===== src/rtl/reservation_station.sv =====
// rtl/reservation_station.sv - operand-wait buffer feeding one execution unit
module reservation_station #(
    parameter int DEPTH       = 4,
    parameter int RS_ID_WIDTH = 5,
    parameter int RS_OFFSET   = 1,
    parameter int OP_WIDTH    = 8
) (
    input  logic                   clk,
    input  logic                   rst,
    input  logic                   flush,
    input  logic                   issue_valid,
    output logic                   issue_ready,
    output logic [RS_ID_WIDTH-1:0] issue_rs_id,
    input  logic [OP_WIDTH-1:0]    issue_op,
    input  logic                   issue_a_valid,
    input  logic                   issue_b_valid,
    input  logic [31:0]            issue_a_value,
    input  logic [31:0]            issue_b_value,
    input  logic [RS_ID_WIDTH-1:0] issue_a_rs_id,
    input  logic [RS_ID_WIDTH-1:0] issue_b_rs_id,
    input  logic                   result_valid,
    input  logic [31:0]            result_value,
    input  logic [RS_ID_WIDTH-1:0] result_rs_id,
    output logic                   disp_valid,
    input  logic                   disp_ready,
    output logic [OP_WIDTH-1:0]    disp_op,
    output logic [31:0]            disp_a,
    output logic [31:0]            disp_b,
    output logic [RS_ID_WIDTH-1:0] disp_rs_id
);
    localparam int IDX_W = (DEPTH > 1) ? $clog2(DEPTH) : 1;

    logic [DEPTH-1:0]       busy;
    logic [DEPTH-1:0]       a_valid;
    logic [DEPTH-1:0]       b_valid;
    logic [OP_WIDTH-1:0]    op      [DEPTH];
    logic [31:0]            a_value [DEPTH];
    logic [31:0]            b_value [DEPTH];
    logic [RS_ID_WIDTH-1:0] a_tag   [DEPTH];
    logic [RS_ID_WIDTH-1:0] b_tag   [DEPTH];

    logic [DEPTH-1:0] ready;
    logic [DEPTH-1:0] snoop_a;
    logic [DEPTH-1:0] snoop_b;
    logic [IDX_W-1:0] alloc_idx;
    logic [IDX_W-1:0] disp_idx;
    logic             disp_found;
    logic             issue_fire;
    logic             disp_fire;
    logic             in_a_valid;
    logic             in_b_valid;
    logic [31:0]      in_a_value;
    logic [31:0]      in_b_value;

    assign ready       = busy & a_valid & b_valid;
    assign issue_ready = |(~busy);
    assign issue_fire  = issue_valid & issue_ready & ~flush;
    assign disp_valid  = disp_found;
    assign disp_fire   = disp_valid & disp_ready & ~flush;

    // Result landing in the issue cycle would otherwise be missed by both the
    // register file read and the snoop of already-resident entries.
    assign in_a_valid = issue_a_valid | (result_valid & (issue_a_rs_id == result_rs_id));
    assign in_b_valid = issue_b_valid | (result_valid & (issue_b_rs_id == result_rs_id));
    assign in_a_value = issue_a_valid ? issue_a_value : result_value;
    assign in_b_value = issue_b_valid ? issue_b_value : result_value;

    always_comb begin
        alloc_idx = '0;
        for (int i = DEPTH - 1; i >= 0; i--) begin
            if (!busy[i]) begin
                alloc_idx = IDX_W'(i);
            end
        end
    end

    assign issue_rs_id = RS_ID_WIDTH'(RS_OFFSET) + RS_ID_WIDTH'(alloc_idx);

    always_comb begin
        disp_found = 1'b0;
        disp_idx   = '0;
        disp_op    = '0;
        disp_a     = '0;
        disp_b     = '0;
        for (int i = DEPTH - 1; i >= 0; i--) begin
            if (ready[i]) begin
                disp_found = 1'b1;
                disp_idx   = IDX_W'(i);
                disp_op    = op[i];
                disp_a     = a_value[i];
                disp_b     = b_value[i];
            end
        end
    end

    assign disp_rs_id = RS_ID_WIDTH'(RS_OFFSET) + RS_ID_WIDTH'(disp_idx);

    always_comb begin
        snoop_a = '0;
        snoop_b = '0;
        for (int i = 0; i < DEPTH; i++) begin
            snoop_a[i] = busy[i] & ~a_valid[i] & result_valid & (a_tag[i] == result_rs_id);
            snoop_b[i] = busy[i] & ~b_valid[i] & result_valid & (b_tag[i] == result_rs_id);
        end
    end

    always_ff @(posedge clk or negedge rst) begin
        if (!rst) begin
            busy    <= '0;
            a_valid <= '0;
            b_valid <= '0;
            for (int i = 0; i < DEPTH; i++) begin
                op[i]      <= '0;
                a_value[i] <= '0;
                b_value[i] <= '0;
                a_tag[i]   <= '0;
                b_tag[i]   <= '0;
            end
        end else if (flush) begin
            busy <= '0;
        end else begin
            for (int i = 0; i < DEPTH; i++) begin
                if (issue_fire && alloc_idx == IDX_W'(i)) begin
                    busy[i]    <= 1'b1;
                    op[i]      <= issue_op;
                    a_valid[i] <= in_a_valid;
                    a_value[i] <= in_a_value;
                    a_tag[i]   <= issue_a_rs_id;
                    b_valid[i] <= in_b_valid;
                    b_value[i] <= in_b_value;
                    b_tag[i]   <= issue_b_rs_id;
                end else begin
                    if (disp_fire && disp_idx == IDX_W'(i)) begin
                        busy[i] <= 1'b0;
                    end
                    if (snoop_a[i]) begin
                        a_valid[i] <= 1'b1;
                        a_value[i] <= result_value;
                    end
                    if (snoop_b[i]) begin
                        b_valid[i] <= 1'b1;
                        b_value[i] <= result_value;
                    end
                end
            end
        end
    end
endmodule

===== config.mk =====
export PLATFORM = sky130hd
export DESIGN_NAME = reservation_station
export DESIGN_NICKNAME = d
export VERILOG_FILES = /design/src/rtl/reservation_station.sv
export SDC_FILE = /design/constraint.sdc
export NUM_CORES = 1
export LEC_CHECK = 0
export CORE_MARGIN = 2
export CORE_UTILIZATION = 35
export CTS_BUF_LIST = sky130_fd_sc_hd__clkbuf_8
export CTS_CLUSTER_SIZE = 10
export DETAILED_ROUTE_END_ITERATION = 8
export PLACE_DENSITY = 0.56
export SLEW_MARGIN = 25
export SYNTH_ARGS = -nofsm -noshare
export SYNTH_HDL_FRONTEND = slang
export SYNTH_SLANG_ARGS = --single-unit

===== constraint.sdc =====
create_clock -name clk -period 2.1 [get_ports clk]
set_input_delay 0.42 -clock clk [delete_from_list [all_inputs] [get_ports clk]]
set_output_delay 0.42 -clock clk [all_outputs]
set_load 0.01 [all_outputs]

==> reports/results.txt <==
Root Driver: clkbuf_8
DIE HEIGHT: 225.9 µm
Slew @ Worst Pin: 0.5653 ns
Design Power: 0.01982 W
P_leak: 11.85 nW
First-pass GRT wire length: 104.1 mm
Wire per inst: 26.11 µm
Number of synthesized register bits: 340
FMAX: 0.3616 GHz
Synth Flop Type: dfrtp_1
Clk_lat worst skew: 0.70 ns
Synth Instances: 1,657
RSZ-0062 raised after global routing: true
Post-synth top area share: 0.4938
Vias per cell: 6.025
Fraction of layout cells with a size suffix above 1: 0.3059
Routed WL: 70.28 mm
Minimum clock period: 2.766 ns
Antenna Nets Post-Route: 0
Average size of a mapped cell: 10.40 µm²
Crit-path max FO: 6
Worst hold path type: primary input to asynchronous set/reset pin
Ys Warns: 0
Crit path DAT: 2.35 ns
Final Hold Fails: 0
Required @ worst endpoint: 1.68 ns
Rel. slew slack: 0.6231
Ports: 211
Mapped Area: 17,230 µm²
Final core utilization: 0.5109
Fin Setup TNS: -49.34 ns
Clock sinks: 340
Max cap viols: 0
Crit path kind: flop to primary output
Final setup viols: 143
First-pass iteration count of the detailed router: 5
CP Capture Type: primary output
RD Place Congestion: 0.8477
Post-route worst setup slack: -0.6656 ns
Synth area leaders: dfrtp_1 49%, a221o_1 15%, and3_1 9.4%, o21ai_0 4.2%, nand2_1 4.1%
Leading cell type in the layout, fill and taps excluded: dfrtp_1
Clk slew on worst S/H paths: 0.06 ns
Starting DRC count in detailed routing: 1,620
Core ar.: 48,750 µm²
Clk buf depth: 3
Vias in the first global route: 16.32k
Num CTS Buffers: 59
Detailed Place HPWL: 42.59 mm
Final instance area: 24,900 µm²
Fin nets: 2,115
Fin. max-slew vios: 0
Placed inst area: 21,630 µm²
Final period util: 1.317
Post-synth EDFFs: 0
Synth unique cells: 51
Failing checks: setup timing
Grt total ovfl: 0
PwrDens: 795.7 nW/µm²
Die Width: 225.9 µm
Setup Skew: 0.05087 ns
Startpoint Class: flop
Via count: 16.22k
Row count: 81
Residual DRC: 0
Initial antenna violation count: 3
CTS tree: done
Async SR Flop Fraction: 1.000
Yosys top cell by area: dfrtp_1
Commonest non-fill, non-tap cells in the layout: 339 x dfrtp_1, 255 x and3_1, 254 x a221o_1
VDD IR-drop max: 0.0004122 V
Die Area: 51,020 µm²
Port-buffer cells: 206
CTS H-Tree Depth: 2
Initial core utilization: 0.3535
Pin count of the biggest net entering global routing: 125
Global Route Usage Sum: 0.2706
Area grow syn2layout: 44.54%
Post-synthesis sequential area ratio: 0.4938
Run status: finished, violations left
## Yosys cell counts, drive strengths merged (2+ instances only)
cell    instances
nor2            3
and3b           2
nor2b           2
nor4            5
ha              4
o41a            2
inv            15
buf           102
nand2         187
a221oi         73
a21oi           5
nand4           4
and2            3
a211oi          4
o21a            2
clkbuf        105
nand3           6
mux2           38
nand3b          4
xnor2          12
xor2           38
a22o            3
a31o            5
a31oi           5
nor3           10
a221o         254
o22ai           3
or3             2
a22oi           2
and3          258
dfrtp         340
o21ai         146
## state kept, by name, indices dropped and copies added, names as in the netlist
signal and count:
busy 4, op 32, b_valid 4, b_tag 20, a_tag 20, a_value 128
a_valid 4, b_value 128
## metrics by stage
step                std cells  hold slack (ns)  worst slack [ns]
floorplan                1660           0.1244           0.03058
global placement         2533           0.3042           -0.6010
detailed placement       2533           0.2998           -0.5758
CTS                      2681           0.1669           -0.6840
global route             2691           0.1930           -0.7188
finish                   2692           0.1919           -0.6656
## routing by layer
metal / up-vias / part of all wire / global-route usage
met1: 8279 / 0.43 / 0.3692
met5: - / 0.00033 / 0
met3: 120 / 0.080 / 0.05751
met4: 4 / 0.024 / 0.07862
met2: 745 / 0.47 / 0.4326
li1: 7071 / - / -
## final cells by class
type,instances,area [µm²]
fillers,4255,23840
multi-input cells,1098,9133
flip-flops and latches,340,8509
repair buffers,470,5231
clock buffers,72,991.0
well taps,664,830.8
clock inverters,32,147.6
inverters,15,58.81
diodes,1,2.502
## timing repair
item | CTS | global route
buffers inserted | 48 | 23
setup endpoints to repair | 125 | 229
hold buffers | 1 | 0
pin swaps | 151 | 65
gates resized for setup | 611 | 85
endpoints found under the hold margin | 313 | 0
cloned | 19 | 4
## report_power, final
part	internal, W	leakage [nW]	switching [W]	total (W)
Combinational	0.00260	6.78	0.00231	0.00491
Clock	0.00308	0.677	0.00292	0.00600
Sequential	0.00795	4.40	0.000956	0.00891
Total	0.0136	11.9	0.00618	0.0198
## critical path, stage by stage, from the launching register on
cell and delay, ns:
dfrtp_1 0.39, and3_4 0.22, nor2_4 0.21, buf_12 0.19, buf_16 0.14, buf_6 0.10, a221oi_2 0.05, o21ai_2 0.23
buf_6 0.15
## final timing paths
check / start / to / slack [ns] / depth (start not counted)
min in group clk: issue_a_valid / a_valid[0] / 0.26 / 3
max reg2reg: busy[1] / b_value[69] / -0.18 / 9
max: a_valid[2] / disp_b[30] / -0.67 / 8
min reg2reg: b_tag[0] / b_tag[0] / 0.50 / 2
max in group asynchronous: rst / b_tag[10] / 1.03 / 4
min: rst / b_value[109] / 0.19 / 2
## cell families (layout without fill, tap and decap cells)
| group | Yosys count | count (layout) | share of synthesized area |
|---|---|---|---|
| AO/OA/AOI/OAI | 513 | 513 | 0.2456 |
| XOR/XNOR | 50 | 50 | 0.02629 |
| adder cells (fa/ha/maj) | 4 | 4 | 0.002905 |
| buffers and inverters | 222 | 589 | 0.05657 |
| flip-flops | 340 | 340 | 0.4938 |
| multiplexers | 38 | 38 | 0.02483 |
| other | 1 | 5 | 0.0002176 |
| AND/OR/NAND/NOR | 489 | 489 | 0.1498 |
(Power assumes the default switching activity.)
==> variant: new RTL, config.mk and constraints unchanged <==
Change the parameter `DEPTH` from 4 to 8.
--- a/src/rtl/reservation_station.sv
+++ b/src/rtl/reservation_station.sv
@@ -1,5 +1,5 @@
 // rtl/reservation_station.sv - operand-wait buffer feeding one execution unit
 module reservation_station #(
-    parameter int DEPTH       = 4,
+    parameter int DEPTH       = 8,
     parameter int RS_ID_WIDTH = 5,
     parameter int RS_OFFSET   = 1,
Formal check against the unedited RTL: same outputs for any inputs over 4 cycles, from zero or initial values and one cycle with rst low; that may be too few to reach the edited logic, so the function may still have changed.
==> variant against the unedited design <==
The flow still finishes with violations (setup timing); design area grew 110%; sequential cell count grew 340; total power increased by 86%; sequential share of layout area is 1.8 points lower; utilization down 2.0 points; first-iteration DRC count rose by 120%; setup slack worse by 0.40 ns; area after synthesis up 120%; routed wire length increased by 130%; critical path type unchanged; critical endpoint is now disp_b[23]; largest cell class unchanged; largest power group unchanged; highest routed layer is now met4.
==> variant: results (changes against the unedited design) <==
The H-tree depth came out at 3 (was 2). The largest voltage drop on the vdd net is 412 uV (about the same). The stage delay of the slowest cell on the critical path is 0.47 ns (was 0.39 ns). The leakage power is 0.0222 uW (was 0.0119 uW). The combinational logic power came to 6990 uW (was 4910 uW). The wire length of the first global-routing pass was 219 mm (was 104 mm). Status: finished with violations (unchanged).

The master of the slowest instance on the critical path is sky130_fd_sc_hd__a222oi_1 (was sky130_fd_sc_hd__dfrtp_1). The total met2 wirelength after detailed routing came out at 73.0 mm (was 33.0 mm). The routed wire length came out at 159 mm (was 70.3 mm). The category of cells accounting for the largest share of critical-path delay is compound AO/OA/AOI/OAI gates (was buffers and inverters). The number of cell instances on the worst register-to-register path is 18 (was 9). The number of setup violations in the final report was 760 (was 143). The clock tree skew after final layout is 0.0582 ns (was 0.0509 ns).

The portion of the post-synthesis area used by sequential elements is 45.0% (was 49.4%). The final worst-path setup slack is -1.07 ns (was -0.666 ns). The global router's overall resource usage is 26.1% (was 27.1%). The synthesized instance count is 3,834 (was 1,657).

Post-synth top cells: sky130_fd_sc_hd__dfrtp_1, sky130_fd_sc_hd__a21oi_1, sky130_fd_sc_hd__nor2_1 (was sky130_fd_sc_hd__dfrtp_1, sky130_fd_sc_hd__and3_1, sky130_fd_sc_hd__a221o_1). The critical path endpoint was disp_b[23] (was disp_b[30]). The internal reg-to-reg setup slack came out at -0.66 ns (was -0.18 ns). The routed metal-1 wirelength is 66.1 mm (was 30.0 mm). The cell area after placement came out at 45,300 sq um (was 21,600 sq um). Violated checks: setup timing (unchanged). The uppermost metal layer occupied by signal nets is met4 (was met5).

The post-layout instance count excluding filler cells is 5,925 (was 2,692). The sum of negative setup slack is -361.04 ns (was -49.34 ns). The post-DP HPWL is 93.6 mm (was 42.6 mm).

The net switching fraction of the power was 30.0% (was 31.2%). The routability congestion estimate was 0.866 (was 0.848). The fraction of final layout cells with drive strength greater than 1 is 30.5% (was 30.6%).

The number of detailed-routing iterations run before antenna repair was 9 (was 5). The number of DRC markers in iteration 0 came to 3,509 (was 1,620). The number of global-route vias before repair came out at 32,588 (was 16,316). The arrival time at the worst endpoint came out at 2.75 ns (was 2.35 ns). The clock network power is 13,100 uW (was 6000 uW). The distinct cell type count of the synthesized netlist is 58 (was 51).
variant: repair_timing:
item	4_1_cts	5_1_grt
setup buffers	72	65
hold endpoints to repair	434	0
setup endpoints to repair	756	757
pin swaps	134	136
gates resized for setup	550	431
hold buffers	1	0
cloned	24	49
variant: per-layer routing:
metal  vias up  global-route usage, %
met2      1541                   41.9
li1      15081                      -
met3       388                   4.16
met5         -                      0
met1     17026                   35.0
met4         0                   11.0
variant: cells by family (layout without fill, tap and decap cells):
kind of cell,Yosys count,in the layout,share of synthesized area [%]
compound gates,1139,1139,17.8
simple gates,787,787,9.69
mux,720,720,19.8
flops,680,680,45.0
buf+inv,411,1095,5.36
xor+xnor,84,84,1.95
fa+ha+maj,12,12,0.397
other cells,1,5,0.00992
variant: final cells by class:
type,instances,share of cell area (%)
repair buffers,866,20.4
clock buffers,160,4.19
well taps,1403,3.34
multi-input cells,2744,38.9
clock inverters,59,0.664
flip-flops and latches,680,32.4
diodes,3,0.0143
inverters,10,0.0762
